[config.mk]
export PLATFORM = sky130hd
export DESIGN_NAME = router_dist_ctrl_flat
export DESIGN_NICKNAME = d
export VERILOG_FILES = /design/src/rtl/router_dist_ctrl_if.sv /design/src/rtl/router_dist_ctrl.sv /design/src/flat_wrapper.sv
export SDC_FILE = /design/constraint.sdc
export NUM_CORES = 1
export LEC_CHECK = 0
export ABC_AREA = 1
export BUFFER_PORTS_ARGS = -buffer_cell sky130_fd_sc_hd__clkbuf_2
export CELL_PAD_IN_SITES_DETAIL_PLACEMENT = 0
export CELL_PAD_IN_SITES_GLOBAL_PLACEMENT = 2
export CORE_MARGIN = 2
export CORE_UTILIZATION = 30
export DETAILED_ROUTE_END_ITERATION = 10
export PLACE_DENSITY_LB_ADDON = 0.1
export SLEW_MARGIN = 20
export SYNTH_ARGS = -nofsm -noshare
export SYNTH_HDL_FRONTEND = slang
export SYNTH_SLANG_ARGS = --single-unit
[constraint.sdc]
create_clock -name clk -period 2.8 [get_ports clk]
set_clock_uncertainty 0.1 [all_clocks]
set_input_delay 0.56 -clock clk [delete_from_list [all_inputs] [get_ports clk]]
set_output_delay 0.56 -clock clk [all_outputs]
set_load 0.01 [all_outputs]
[src/rtl/router_dist_ctrl_if.sv]
// Bus bundle for router_dist_ctrl: input FIFO pop side and per-client push side.
interface router_dist_ctrl_if #(
    parameter int unsigned CLIENTS = 2,
    parameter int unsigned WIDTH   = 32
);
    logic                       empty;
    logic                       pop;
    logic [WIDTH-1:0]           data_in;
    logic [CLIENTS-1:0]         full;
    logic [CLIENTS-1:0]         push;
    logic [CLIENTS*WIDTH-1:0]   data_out;

    // Controller side.
    modport master (
        input  empty,
        output pop,
        input  data_in,
        input  full,
        output push,
        output data_out
    );

    // FIFO / environment side.
    modport slave (
        output empty,
        input  pop,
        output data_in,
        output full,
        input  push,
        input  data_out
    );
endinterface

[src/rtl/router_dist_ctrl.sv]
// Distribution controller: pops words from one input FIFO, absorbs the pop-to-data
// latency in a skid buffer and pushes each word to the output FIFO named by its
// destination field. In-order, head-of-line blocking; bad destinations are dropped.
module router_dist_ctrl #(
    parameter int unsigned CLIENTS  = 2,
    parameter int unsigned WIDTH    = 32,
    parameter int unsigned DELAY    = 1,
    parameter int unsigned DEST_LSB = 0,
    parameter int unsigned DEST_W   = 1,
    parameter int unsigned SKID     = DELAY + 1,
    parameter int unsigned CNT_W    = 8
) (
    input  logic                    clk,
    input  logic                    reset,
    router_dist_ctrl_if.master      bus,
    output logic [CNT_W-1:0]        drop_count,
    output logic                    busy
);

    localparam int unsigned PTR_W  = (SKID > 1) ? $clog2(SKID) : 1;
    localparam int unsigned SCNT_W = $clog2(SKID + 1);
    // Wide enough for skid count plus every delay stage.
    localparam int unsigned OCC_W  = $clog2(SKID + DELAY + 1);
    localparam logic [CNT_W-1:0] DROP_MAX = '1;

    // Delay chain of pop: stage i holds pop from i clocks ago.
    logic [DELAY:1]         stg_q, stg_d;

    // Skid buffer.
    logic [WIDTH-1:0]       mem_q [SKID];
    logic [PTR_W-1:0]       wr_ptr_q, wr_ptr_d;
    logic [PTR_W-1:0]       rd_ptr_q, rd_ptr_d;
    logic [SCNT_W-1:0]      count_q, count_d;
    logic [CNT_W-1:0]       drop_q, drop_d;

    logic                   pop;
    logic                   wr_en;
    logic                   head_valid;
    logic [WIDTH-1:0]       head;
    logic [DEST_W-1:0]      dest;
    logic                   dest_ok;
    logic                   dest_full;
    logic                   disp;
    logic                   drop;
    logic [CLIENTS-1:0]     push_vec;
    logic [CLIENTS*WIDTH-1:0] data_vec;
    logic [OCC_W-1:0]       occ;
    logic [OCC_W-1:0]       occ_left;

    function automatic logic [PTR_W-1:0] ptr_inc(input logic [PTR_W-1:0] p);
        return (p == PTR_W'(SKID - 1)) ? '0 : p + 1'b1;
    endfunction

    // Outputs are forced quiet while reset is held, even before the state clears.
    assign head_valid = !reset && (count_q != '0);
    assign head       = mem_q[rd_ptr_q];
    assign dest       = head[DEST_LSB +: DEST_W];
    assign wr_en      = stg_q[DELAY];

    // Decode head destination, pick the push lane and decide whether the head leaves.
    always_comb begin
        dest_ok   = 1'b0;
        dest_full = 1'b0;
        push_vec  = '0;
        data_vec  = '0;
        for (int c = 0; c < CLIENTS; c++) begin
            if (dest == DEST_W'(c)) begin
                dest_ok     = 1'b1;
                dest_full   = bus.full[c];
                push_vec[c] = head_valid && !bus.full[c];
            end
            data_vec[c*WIDTH +: WIDTH] = head_valid ? head : '0;
        end
        disp = head_valid && (!dest_ok || !dest_full);
        drop = head_valid && !dest_ok;
    end

    // Occupancy and pop: only pop when the word is guaranteed a skid slot on arrival.
    always_comb begin
        occ = OCC_W'(count_q);
        for (int i = 1; i <= DELAY; i++) begin
            occ = occ + OCC_W'(stg_q[i]);
        end
        occ_left = occ - OCC_W'(disp);
        pop      = !reset && !bus.empty && (occ_left < OCC_W'(SKID));
    end

    // Next-state for delay chain, skid pointers/count and drop counter.
    always_comb begin
        stg_d    = stg_q;
        stg_d[1] = pop;
        for (int i = 2; i <= DELAY; i++) begin
            stg_d[i] = stg_q[i-1];
        end

        wr_ptr_d = wr_en ? ptr_inc(wr_ptr_q) : wr_ptr_q;
        rd_ptr_d = disp  ? ptr_inc(rd_ptr_q) : rd_ptr_q;

        count_d = count_q;
        unique case ({wr_en, disp})
            2'b10:   count_d = count_q + 1'b1;
            2'b01:   count_d = count_q - 1'b1;
            default: count_d = count_q;
        endcase

        drop_d = drop_q;
        if (drop && (drop_q != DROP_MAX)) begin
            drop_d = drop_q + 1'b1;
        end
    end

    // Control state register with synchronous reset.
    always_ff @(posedge clk) begin
        if (reset) begin
            stg_q    <= '0;
            wr_ptr_q <= '0;
            rd_ptr_q <= '0;
            count_q  <= '0;
            drop_q   <= '0;
        end else begin
            stg_q    <= stg_d;
            wr_ptr_q <= wr_ptr_d;
            rd_ptr_q <= rd_ptr_d;
            count_q  <= count_d;
            drop_q   <= drop_d;
        end
    end

    // Skid storage; contents are only meaningful below count, so no reset needed.
    always_ff @(posedge clk) begin
        if (wr_en) begin
            mem_q[wr_ptr_q] <= bus.data_in;
        end
    end

    assign bus.pop      = pop;
    assign bus.push     = push_vec;
    assign bus.data_out = data_vec;
    assign drop_count   = drop_q;
    assign busy         = !reset && (occ != '0);

endmodule

[src/flat_wrapper.sv]
// flat-port wrapper written by rule: the top's interface ports become plain ports
module router_dist_ctrl_flat 
#(
    parameter int unsigned CLIENTS  = 2,
    parameter int unsigned WIDTH    = 32,
    parameter int unsigned DELAY    = 1,
    parameter int unsigned DEST_LSB = 0,
    parameter int unsigned DEST_W   = 1,
    parameter int unsigned SKID     = DELAY + 1,
    parameter int unsigned CNT_W    = 8
)
  (clk, reset, drop_count, busy, bus_empty, bus_pop, bus_data_in, bus_full, bus_push, bus_data_out);
  router_dist_ctrl_if #(.CLIENTS(CLIENTS), .WIDTH(WIDTH)) bus_i ();
  input  logic clk;
  input  logic reset;
  output logic [CNT_W-1:0] drop_count;
  output logic busy;
  input wire logic [$bits(bus_i.empty)-1:0] bus_empty;
  output wire logic [$bits(bus_i.pop)-1:0] bus_pop;
  input wire logic [$bits(bus_i.data_in)-1:0] bus_data_in;
  input wire logic [$bits(bus_i.full)-1:0] bus_full;
  output wire logic [$bits(bus_i.push)-1:0] bus_push;
  output wire logic [$bits(bus_i.data_out)-1:0] bus_data_out;
  assign bus_i.empty = bus_empty;
  assign bus_pop = bus_i.pop;
  assign bus_i.data_in = bus_data_in;
  assign bus_i.full = bus_full;
  assign bus_push = bus_i.push;
  assign bus_data_out = bus_i.data_out;
  router_dist_ctrl #(.CLIENTS(CLIENTS), .WIDTH(WIDTH), .DELAY(DELAY), .DEST_LSB(DEST_LSB), .DEST_W(DEST_W), .SKID(SKID), .CNT_W(CNT_W)) u_core (.clk(clk), .reset(reset), .bus(bus_i), .drop_count(drop_count), .busy(busy));
endmodule
# After elaboration in Yosys (flattened, before gate mapping)
# Memories as Yosys holds them, arrays and structs flattened. A register that Yosys moved wholly into a read port is not among the register bits.
# Cells that the tools add are included.
# Widths: inputs -> output; s select.
# totals
regBits	5
mem_bits_rw	64
input_bits	37
out_inout_bits	76
elab_cells	40
n_memories	1
# mem_list
name	words	word_bits	read_ports	rd_ports_with_merged_regs	write_ports	line	source
u_core.mem_q	2	32	1	1	1	router_dist_ctrl.sv:30	logic [WIDTH-1:0] mem_q [SKID];
# classes
n_addsub	6
magnitude_cmp	1
n_eq_ne	2
n_mux	11
reduce_logical	15
# op_table
cell	n
$mux 32	1
$mux 1	9
$logic_and 1x1->1	7
$reduce_bool 2->1	3
$logic_not 1->1	5
$pmux 2 s2	1
$add 1x1->1 const B	2
$add 2x1->2	1
$add 2x1->2 const B	1
$eq 2x1->1 const B	1
$eq 2x2->1 const B	1
$lt 2x2->1 const B	1
$sub 2x1->2	1
$sub 2x1->2 const B	1

# Logic depth before layout (Yosys ltp)
# Gate-level depths: netlist (run 1).
# logic_depth
word_depth	6
mapped_depth	11
mapped_depth_nobuf	10

# Worst setup path before layout (run 1)
# No wires, ideal clock.
# synth_timing
path_type	register to register
startpoint	reg u_core.stg_q
endpoint	mem u_core.mem_q[0][0], enable pin
setup_ns	0.421
t_arrival_ns	1.769
required_time_ns	2.279
slack_ns	0.509
path_stages_with_launch	3
n_path_buf	0
cell_sequence	dfxtp_1 > inv_1 > nor2_1
# synth_via
elab_chain_cells	2
# synth_rtl
item	line	source
from (decl)	router_dist_ctrl.sv:27	logic [DELAY:1] stg_q, stg_d;
from (signal assigned)	router_dist_ctrl.sv:121	stg_q <= stg_d;
$mux 1	router_dist_ctrl.sv:131	if (wr_en) begin
$mux 1 (not written as such)	router_dist_ctrl.sv:132	mem_q[wr_ptr_q] <= bus.data_in;
to (decl)	router_dist_ctrl.sv:30	
# Every way passes these cells.

==> results of run 1 <==
-- worst register-to-register path: cells and delay by family (launching register included) --
kind | cells | cell delay, ns
fa+ha+maj | 1 | 0.31
buf+inv | 2 | 0.29
simple gates | 3 | 0.35
flops | 1 | 0.54
compound gates | 4 | 0.43
-- power breakdown --
group          internal, uW  switching, uW
combinational           178            321
clock                   396            358
sequential             1210           30.7
-- state kept, by name, indices dropped and copies added, names as in the netlist, named ones only --
name,flops
u_core.stg_q,1
u_core.rd_ptr_q,1
u_core.wr_ptr_q,1
u_core.count_q,2
u_core.mem_q,64
-- final cells by class --
class / instances / area, um2 / share of cell area [%]
sequential: 70 / 2043 / 52.59
multi-input combinational: 175 / 748.2 / 19.26
timing repair buffer: 109 / 570.5 / 14.69
tap: 140 / 175.2 / 4.509
inverter: 45 / 171.4 / 4.412
clock buffer: 9 / 123.9 / 3.188
clock inverter: 5 / 52.55 / 1.353
-- path summary, 6_finish.rpt --
check,start,end,slack [ns],cells past startpoint
max,flop,bus_pop,0.34,8
min,bus_data_in[8],u_core.mem_q[0][8]$_DFFE_PP_,0.31,1
max reg2reg,flop,u_core.count_q[1]$_SDFFE_PP0P_,0.67,10
min reg2reg,u_core.count_q[1]$_SDFFE_PP0P_,u_core.count_q[1]$_SDFFE_PP0P_,0.41,2
-- Yosys cell counts, drive strengths merged --
cell type	instances	area, um2
xor2	1	8.760
ha	2	25.02
nand3	3	37.54
edfxtp	64	1922
dfxtp	6	120.1
o21ai	3	15.01
nor3	2	10.01
buf	50	364.1
conb	1	3.750
nand4	1	6.260
nor2	16	83.83
a21oi	2	10.01
inv	45	171.4
nand2	137	514.2
-- through the flow --
step	hold slack, ns	total power [uW]	worst slack, ns	std cells
6_report	0.3067	2498	0.3429	553
5_1_grt	0.2865	2655	0.1353	553
4_1_cts	0.2907	2545	0.2609	553
3_5_place_dp	0.4053	1783	0.5682	539
3_3_place_gp	0.4059	1784	0.5936	539
2_1_floorplan	0.3821	1652	0.5095	340
-- kinds of logic after synthesis --
| family | Yosys count | synth area share (%) |
|---|---|---|
| AOI/OAI and AO/OA | 5 | 0.7600 |
| buffers and inverters | 95 | 16.27 |
| and+or+nand+nor | 159 | 19.80 |
| DFF | 70 | 62.03 |
| xor gates and xnor gates | 1 | 0.2661 |
| adders and majority gates | 2 | 0.7600 |
| other | 1 | 0.1139 |
-- routing by layer --
metal / vias up / part of all wire (%)
met4: 0 / 1.2
met5: - / 0
met2: 68 / 51
met1: 973 / 43
met3: 8 / 5.2
li1: 1136 / -
==> results.tsv, run 1 <==
stage	metric	value	unit
layout	Synth-to-Final Area Change	18.02	%
cts	hold buffers post-CTS	0	
grt	antenna violations before repair	0	
route	DRT Pass-1 Iters	4	
critical_path	CP Data Required Time	2.14	ns
grt	vias in the first global route	1972	
route	drt via density	3.951	
layout	final core utilization	36.00	%
cts	CTS HTree Levels	3	
critical_path	WP buf/inv	2	
grt	layer with the highest usage	met2	
place	IO buf count	104	
route	drt drc	0	
cts	clock slew at reported path FFs	0.07	ns
floorplanning	Ports	113	
run_status	outcome	finished, final reports clean	
critical_path	CP max FO	33	
critical_path	CP startpoint kind	flop	
cts	clk sinks	70	
floorplanning	die area	11830	um2
power_and_ir_drop	Max VDD drop	0.2687	mV
grt	GRT met2 Usage	19.24	%
cts	TritonCTS Buffers	9	
route	routed wire length per instance	11.28	um
critical_path	Critical Path AT	1.80	ns
floorplanning	Core Area	10790	um2
cts	PostCTS Resize Cnt	0	
floorplanning	FP Rows	38	
layout	fraction of layout cells with a size suffix above 1	32.20	%
critical_path	most used cell, CP	nor2_2	
floorplanning	DIE HEIGHT	108.8	um
sta	Min Clock Period, post-route	2.457	ns
route	WL final	6236	um
yosys	Post-Synthesis Cell Area	3292	um2
cts	CTS max path bufs	2	
floorplanning	Initial Util	30.50	%
grt	first-pass GRT wire length	9549	um
place	final RePlAce weighted congestion	0.6980	
cts	CTS tree	yes	
power_and_ir_drop	PwrDens	643.1	nW/um2
flow_run	Max-Cap Viols	0	
grt	grt met1 use	12.54	%
cts	number of setup buffers added after CTS	0	
layout	commonest cells after routing, fill and taps aside	nand2_1, clkbuf_2, edfxtp_1	
grt	pin count of the biggest net entering global routing	34	
sta	final setup vio count	0	
sta	setup TNS	0	ns
grt	GRT Residual Overflow	0	
route	remaining antenna violation count after routing	0	
sta	final period utilization	87.76	%
layout	antenna cells	0	
sta	RSZ-0062 raised after global routing	no	
layout	fill count	1129	
critical_path	CP max stage delay	0.43	ns
grt	total global-route track usage	11.02	%
yosys	Mapped Cells	333	
sta	Final Slew Violations	0	
yosys	sequential share of the synthesized area	62.03	%
yosys	distinct cell type count after synthesis	20	
critical_path	Critical-path top delay cell	dfxtp_2	
critical_path	critical path class	flop to output port	
power_and_ir_drop	Pleak	0.002015	uW
route	1st-iter DRT viols	64	
place	placed wire-length estimate	4224	um
critical_path	CP delay by family, top	simple AND/OR/NAND/NOR gates	
sta	maximum clock rate	407.0	MHz
critical_path	critical path endpoint category	output port	
sta	Final Hold Fails	0	
yosys	YS warnings	0	
yosys	Seq cells post-synth	70	
yosys	Mapped Avg Cell Area	9.886	um2
floorplanning	die width	108.8	um
hold_path	class of the most critical hold timing path	input port to flop	
place	Area after DPL	3709	um2
cts	CTS root buf	clkbuf_8	
grt	met3 GRT Util	3.228	%
layout	most common cell after layout, fill and taps aside	nand2_1	
cts	Clk Latency, worst-skew pair	0.34	ns
layout	nets@finish	449	
layout	Final Instance Area	3885	um2
critical_path	crit-path cells	inv_4 -> nand2_1 -> nand3_2 -> nand3_4 -> nor2_2 -> nor2_2 -> nor2_1 -> clkbuf_2	
route	vias	2185	
(Power assumes the default switching activity.)
==> inputs of run 2 (changes only) <==
Settings changed: ABC_AREA 1 to not set, CORE_UTILIZATION 30 to 32.
==> results.tsv, run 2 <==
stage	metric	value	unit
run_status	outcome	finished, final reports clean	
grt	antenna violations before repair	0	
sta	RSZ-0062 raised after global routing	no	
floorplanning	FP Rows	35	
sta	setup ws final	0.4131	ns
sta	Least-Margin Pin Slew	0.8149	ns
critical_path	CP max stage delay	0.37	ns
cts	number of setup buffers added after CTS	0	
critical_path	CP Data Required Time	2.14	ns
route	DRT Pass-1 Iters	4	
floorplanning	DIE HEIGHT	101.9	um
yosys	ys flop type	edfxtp_1	
cts	CTS HTree Levels	3	
yosys	Post-Synthesis Cell Area	3068	um2
grt	pin count of the biggest net entering global routing	33	
critical_path	Critical Path Source	u_core.count_q[0]$_SDFFE_PP0P_	
layout	nets@finish	329	
yosys	YS warnings	0	
grt	total global-route track usage	11.09	%
yosys	Synth area leaders	edfxtp_1, mux2i_1, buf_4, nor2_1, dfxtp_1	
cts	CTS root buf	clkbuf_8	
critical_path	setup slack, reg-to-reg	0.79	ns
sta	final setup vio count	0	
floorplanning	Ports	113	
route	WL final	5523	um
grt	GRT Residual Overflow	0	
layout	Largest regs	u_core.mem_q x64, u_core.count_q x2	
critical_path	CP max FO	4	
critical_path	critical path class	flop to output port	
yosys	ranking of synthesized cells by instance count	edfxtp_1, buf_4, nor2_1	
power_and_ir_drop	total power draw	2355	uW
critical_path	Levels on crit path	5	
critical_path	crit-path cells	ha_1 -> xor2_1 -> or3_1 -> mux2i_1 -> clkbuf_2	
grt	first-pass GRT wire length	8355	um
power_and_ir_drop	PwrDens	649.6	nW/um2
sta	setup TNS	0	ns
route	1st-iter DRT viols	24	
sta	Worst slew margin	45.67	%
yosys	Mapped Cells	213	
yosys	distinct cell type count after synthesis	26	
layout	commonest cells after routing, fill and taps aside	clkbuf_2, edfxtp_1, nor2_1	
flow_run	Max-Cap Viols	0	
layout	Final Instance Area	3625	um2
layout	Synth-to-Final Area Change	18.15	%
place	final RePlAce weighted congestion	0.6412	
floorplanning	Core Area	9284	um2
yosys	Mapped Avg Cell Area	14.40	um2
critical_path	CP delay by family, top	flip-flops	
route	drt via density	4.149	
critical_path	Critical Path AT	1.73	ns
critical_path	Critical-path top delay cell	dfxtp_1	
cts	clk sinks	70	
cts	clock slew at reported path FFs	0.07	ns
yosys	Seq cells post-synth	70	
critical_path	CP startpoint kind	flop	
sta	Min Clock Period, post-route	2.387	ns
critical_path	crit path to	bus_pop	
cts	TritonCTS Buffers	9	
yosys	Post-synth ARST share	0	%
layout	fraction of layout cells with a size suffix above 1	43.73	%
sta	Final Hold Fails	0	
floorplanning	die width	101.9	um
yosys	share of the synthesized area in the top cell type	62.64	%
place	IO buf count	104	
hold_path	class of the most critical hold timing path	input port to flop	
cts	CTS tree	yes	
layout	Largest register FFs	64	
yosys	leading area contributor after synthesis	edfxtp_1	
cts	Clk Latency, worst-skew pair	0.33	ns
critical_path	critical path endpoint category	output port	
layout	largest register by flop count	u_core.mem_q	
sta	maximum clock rate	419.0	MHz
layout	antenna cells	0	
route	vias	1759	
place	Place WS	0.4327	ns
sta	final period utilization	85.25	%
route	remaining antenna violation count after routing	0	
critical_path	cell depth of the worst flop-to-flop path	6	
route	routed wire length per instance	13.03	um
cts	PostCTS Resize Cnt	0	
yosys	Post-synth EDFFs	64	
cts	hold buffers post-CTS	0	
critical_path	worst r2r dst	u_core.count_q[1]$_SDFFE_PP0P_	
sta	Final Slew Violations	0	
floorplanning	Initial Util	33.05	%
power_and_ir_drop	Max VDD drop	0.2121	mV
critical_path	WP buf/inv	1	
place	placed wire-length estimate	3662	um
cts	CTS max path bufs	2	
yosys	sequential share of the synthesized area	66.56	%
layout	most common cell after layout, fill and taps aside	clkbuf_2	
power_and_ir_drop	Pleak	0.001444	uW
floorplanning	die area	10390	um2
yosys	most common cell in the netlist	edfxtp_1	
route	drt drc	0	
place	Area after DPL	3466	um2
grt	vias in the first global route	1673	
[run 2: cell count changes in the layout (fill, tap and decap cells not counted), sizes merged, moves of 2 or more]
cell    delta
nand2    -136
inv       -44
mux2i     +34
nor2      +22
clkbuf     +3
nand3      -3
buf        -2
nor3       +2
o21ai      -2
o21bai     +2
or3        +2
xnor2      +2
[run 2: metal layers]
metal | wire [um] | global-route usage [%] | up-vias
met5 | 0 | 0 | -
met2 | 2652 | 17.66 | 77
met1 | 2397 | 13.81 | 815
met3 | 354 | 2.873 | 11
li1 | - | - | 856
met4 | 120 | 6.154 | 0
[run 2: logic make-up (layout without fill, tap and decap cells)]
group / Yosys count / in the layout / share of synthesized area (%)
multiplexers: 34 / 34 / 11.50
AO/OA/AOI/OAI: 5 / 5 / 1.550
adder cells (fa/ha/maj): 2 / 2 / 0.8155
XOR/XNOR: 4 / 4 / 1.142
other: 1 / 8 / 0.1222
AND/OR/NAND/NOR: 48 / 48 / 7.015
buffers and inverters: 49 / 124 / 11.30
flip-flops: 70 / 70 / 66.56
[run 2: layout make-up]
cell class	count	area [um2]
well taps	129	161.4
repair buffers	107	543.0
clock inverters	4	23.77
flip-flops and latches	70	2043
multi-input cells	101	714.4
fillers	944	5659
clock buffers	12	135.1
inverters	1	3.754
[run 2: per-stage QoR]
| step | std cells | hold WS (ns) | utilization, % |
|---|---|---|---|
| floorplan | 220 | 0.3984 | - |
| global placement | 408 | 0.4577 | 37.33 |
| detailed placement | 408 | 0.4346 | 37.33 |
| CTS | 424 | 0.2926 | 39.04 |
| global route | 424 | 0.2958 | 39.04 |
| finish | 424 | 0.3134 | 39.04 |
[run 2: worst min-delay path by stage]
stage | startpoint | to | slack (ns) | cells after the start
after CTS | bus_data_in[16] | u_core.mem_q[1][16]$_DFFE_PP_ | 0.29 | 1
after global routing | bus_data_in[19] | u_core.mem_q[1][19]$_DFFE_PP_ | 0.30 | 1
after floorplan | u_core.wr_ptr_q$_SDFFE_PP0P_ | u_core.wr_ptr_q$_SDFFE_PP0P_ | 0.40 | 2
after global placement | u_core.count_q[1]$_SDFFE_PP0P_ | u_core.count_q[1]$_SDFFE_PP0P_ | 0.46 | 2
after detailed placement | u_core.rd_ptr_q$_SDFFE_PP0P_ | flop | 0.43 | 2
final | bus_data_in[22] | u_core.mem_q[0][22]$_DFFE_PP_ | 0.31 | 1
[run 2: power by group]
group / switching [uW] / internal [uW]
sequential: 29.1 / 1220
clock: 346 / 319
combinational: 263 / 176
==> inputs of run 3 (changes only) <==
Settings changed: CORE_UTILIZATION 32 to 34.
Clock period 2.8 ns to 2.95 ns, I/O delays scaled along.
==> results.tsv, run 3 (same netlist as run 2, synthesis figures left out) <==
stage	metric	value	unit
critical_path	CP max stage delay	0.49	ns
floorplanning	die width	98.99	um
layout	antenna cells	0	
power_and_ir_drop	Sw Pwr	618.7	uW
grt	first-pass GRT wire length	8307	um
layout	Largest regs	u_core.mem_q x64, u_core.count_q x2	
route	drt drc	0	
grt	total global-route track usage	11.30	%
floorplanning	Core Area	8721	um2
power_and_ir_drop	Power Internal	1885	uW
critical_path	Critical Path AT	1.71	ns
grt	vias in the first global route	1632	
run_status	outcome	finished, final reports clean	
place	Place WS	0.5837	ns
route	routed wire length per instance	13.34	um
sta	Worst slew margin	43.96	%
flow_run	Max-Cap Viols	0	
critical_path	worst r2r dst	u_core.count_q[1]$_SDFFE_PP0P_	
layout	fraction of layout cells with a size suffix above 1	44.26	%
floorplanning	die area	9799	um2
layout	Finished Layout Cells	404	
sta	setup TNS	0	ns
power_and_ir_drop	Reg power frac	47.3	%
sta	Worst Hold Slack	0.3417	ns
hold_path	hold path depth	1	
power_and_ir_drop	clock power share	36.0	%
grt	antenna violations before repair	0	
route	drt via density	4.314	
route	WL final	5390	um
critical_path	cell depth of the worst flop-to-flop path	6	
grt	GRT Residual Overflow	0	
critical_path	critical path class	flop to output port	
cts	CTS max path bufs	2	
grt	pin count of the biggest net entering global routing	33	
place	Placed Instances	388	
route	DRT Pass-1 Iters	4	
critical_path	CP startpoint kind	flop	
power_and_ir_drop	Max VDD drop	0.2332	mV
cts	number of setup buffers added after CTS	0	
cts	CTS root buf	clkbuf_8	
cts	TritonCTS Buffers	9	
cts	hold buffers post-CTS	0	
route	1st-iter DRT viols	45	
sta	RSZ-0062 raised after global routing	no	
place	placed wire-length estimate	3619	um
place	IO buf count	104	
cts	CTS HTree Levels	3	
sta	setup ws final	0.5454	ns
sta	final period utilization	81.51	%
route	remaining antenna violation count after routing	0	
layout	Final Instance Area	3682	um2
layout	commonest cells after routing, fill and taps aside	clkbuf_2, edfxtp_1, nor2_1	
cts	PostCTS Resize Cnt	0	
sta	Final Hold Fails	0	
layout	largest register by flop count	u_core.mem_q	
cts	clk sinks	70	
critical_path	setup slack, reg-to-reg	0.95	ns
cts	Clk Latency, worst-skew pair	0.33	ns
floorplanning	FP Rows	34	
power_and_ir_drop	PwrDens	679.9	nW/um2
hold_path	class of the most critical hold timing path	input port to flop	
power_and_ir_drop	switch share	24.71	%
layout	nets@finish	330	
cts	clock slew at reported path FFs	0.08	ns
layout	most common cell after layout, fill and taps aside	clkbuf_2	
layout	Synth-to-Final Area Change	20.02	%
sta	Final Slew Violations	0	
place	final RePlAce weighted congestion	0.6736	
critical_path	CP max FO	31	
critical_path	crit path to	bus_data_out[28]	
critical_path	crit-path cells	buf_4 -> mux2i_1 -> nor2_1 -> clkbuf_2	
floorplanning	DIE HEIGHT	98.99	um
sta	Min Clock Period, post-route	2.405	ns
place	Area after DPL	3447	um2
sta	final setup vio count	0	
critical_path	Critical-path top delay cell	buf_4	
cts	CTS tree	yes	
floorplanning	Ports	113	
layout	Largest register FFs	64	
critical_path	critical path endpoint category	output port	
floorplanning	Initial Util	35.18	%
layout	fill count	849	
sta	Least-Margin Pin Slew	0.8405	ns
sta	maximum clock rate	415.9	MHz
power_and_ir_drop	Pleak	0.001483	uW
route	vias	1743	
critical_path	CP Data Required Time	2.26	ns
power_and_ir_drop	combinational share of power	16.7	%
==> run 3: cell count changes in the layout (fill, tap and decap cells not counted) <==
cell,before,now
clkinv_1,0,2
bufinv_16,0,3
clkinv_2,3,1
clkinv_4,1,0
clkbuf_1,3,0
buf_4,3,4
inv_6,0,1
==> run 3: layer usage <==
| layer | vias up | wire length, um | track usage, % |
|---|---|---|---|
| met5 | - | 0 | 0 |
| met4 | 0 | 87 | 5.690 |
| met3 | 8 | 355 | 3.121 |
| met2 | 68 | 2580 | 17.31 |
| met1 | 807 | 2366 | 14.74 |
| li1 | 860 | - | - |
==> run 3: worst min path at each step <==
stage                     slack, ns                           start                              to
after floorplan                0.40    u_core.wr_ptr_q$_SDFFE_PP0P_    u_core.wr_ptr_q$_SDFFE_PP0P_
after global placement         0.47  u_core.count_q[1]$_SDFFE_PP0P_  u_core.count_q[1]$_SDFFE_PP0P_
after detailed placement       0.45         u_core.stg_q$_SDFF_PP0_    u_core.wr_ptr_q$_SDFFE_PP0P_
after CTS                      0.33                 bus_data_in[13]   u_core.mem_q[1][13]$_DFFE_PP_
after global routing           0.32                  bus_data_in[7]    u_core.mem_q[1][7]$_DFFE_PP_
final                          0.34                  bus_data_in[5]    u_core.mem_q[1][5]$_DFFE_PP_
==> run 3: final cells by class <==
class	instances	area, um2	share of cell area, %
flip-flops and latches	70	2043	55.49
well taps	108	135.1	3.670
inverters	1	3.754	0.1019
repair buffers	108	550.5	14.95
multi-input cells	101	714.4	19.40
clock inverters	7	111.4	3.024
clock buffers	9	123.9	3.364
==> run 3: through the flow <==
step	util [%]	power (uW)
after CTS	42.22	2544
after global routing	42.22	2627
final	42.22	2504
after detailed placement	39.53	1638
after floorplan	-	1529
after global placement	39.53	1639
==> run 3: power by group through the flow <==
stage / Combinational (uW) / Clock [uW] / Sequential, uW
after global routing: 466 / 970 / 1190
after floorplan: 326 / 0 / 1200
after detailed placement: 430 / 0 / 1210
final: 417 / 901 / 1190
after CTS: 432 / 926 / 1190
after global placement: 432 / 0 / 1210
==> run 3: critical path, delay by kind of cell, from the launching register on <==
kind | cells | cell delay, ns
AND/OR/NAND/NOR | 1 | 0.20
flip-flops | 1 | 0.36
buffers and inverters | 2 | 0.66
multiplexers | 1 | 0.17
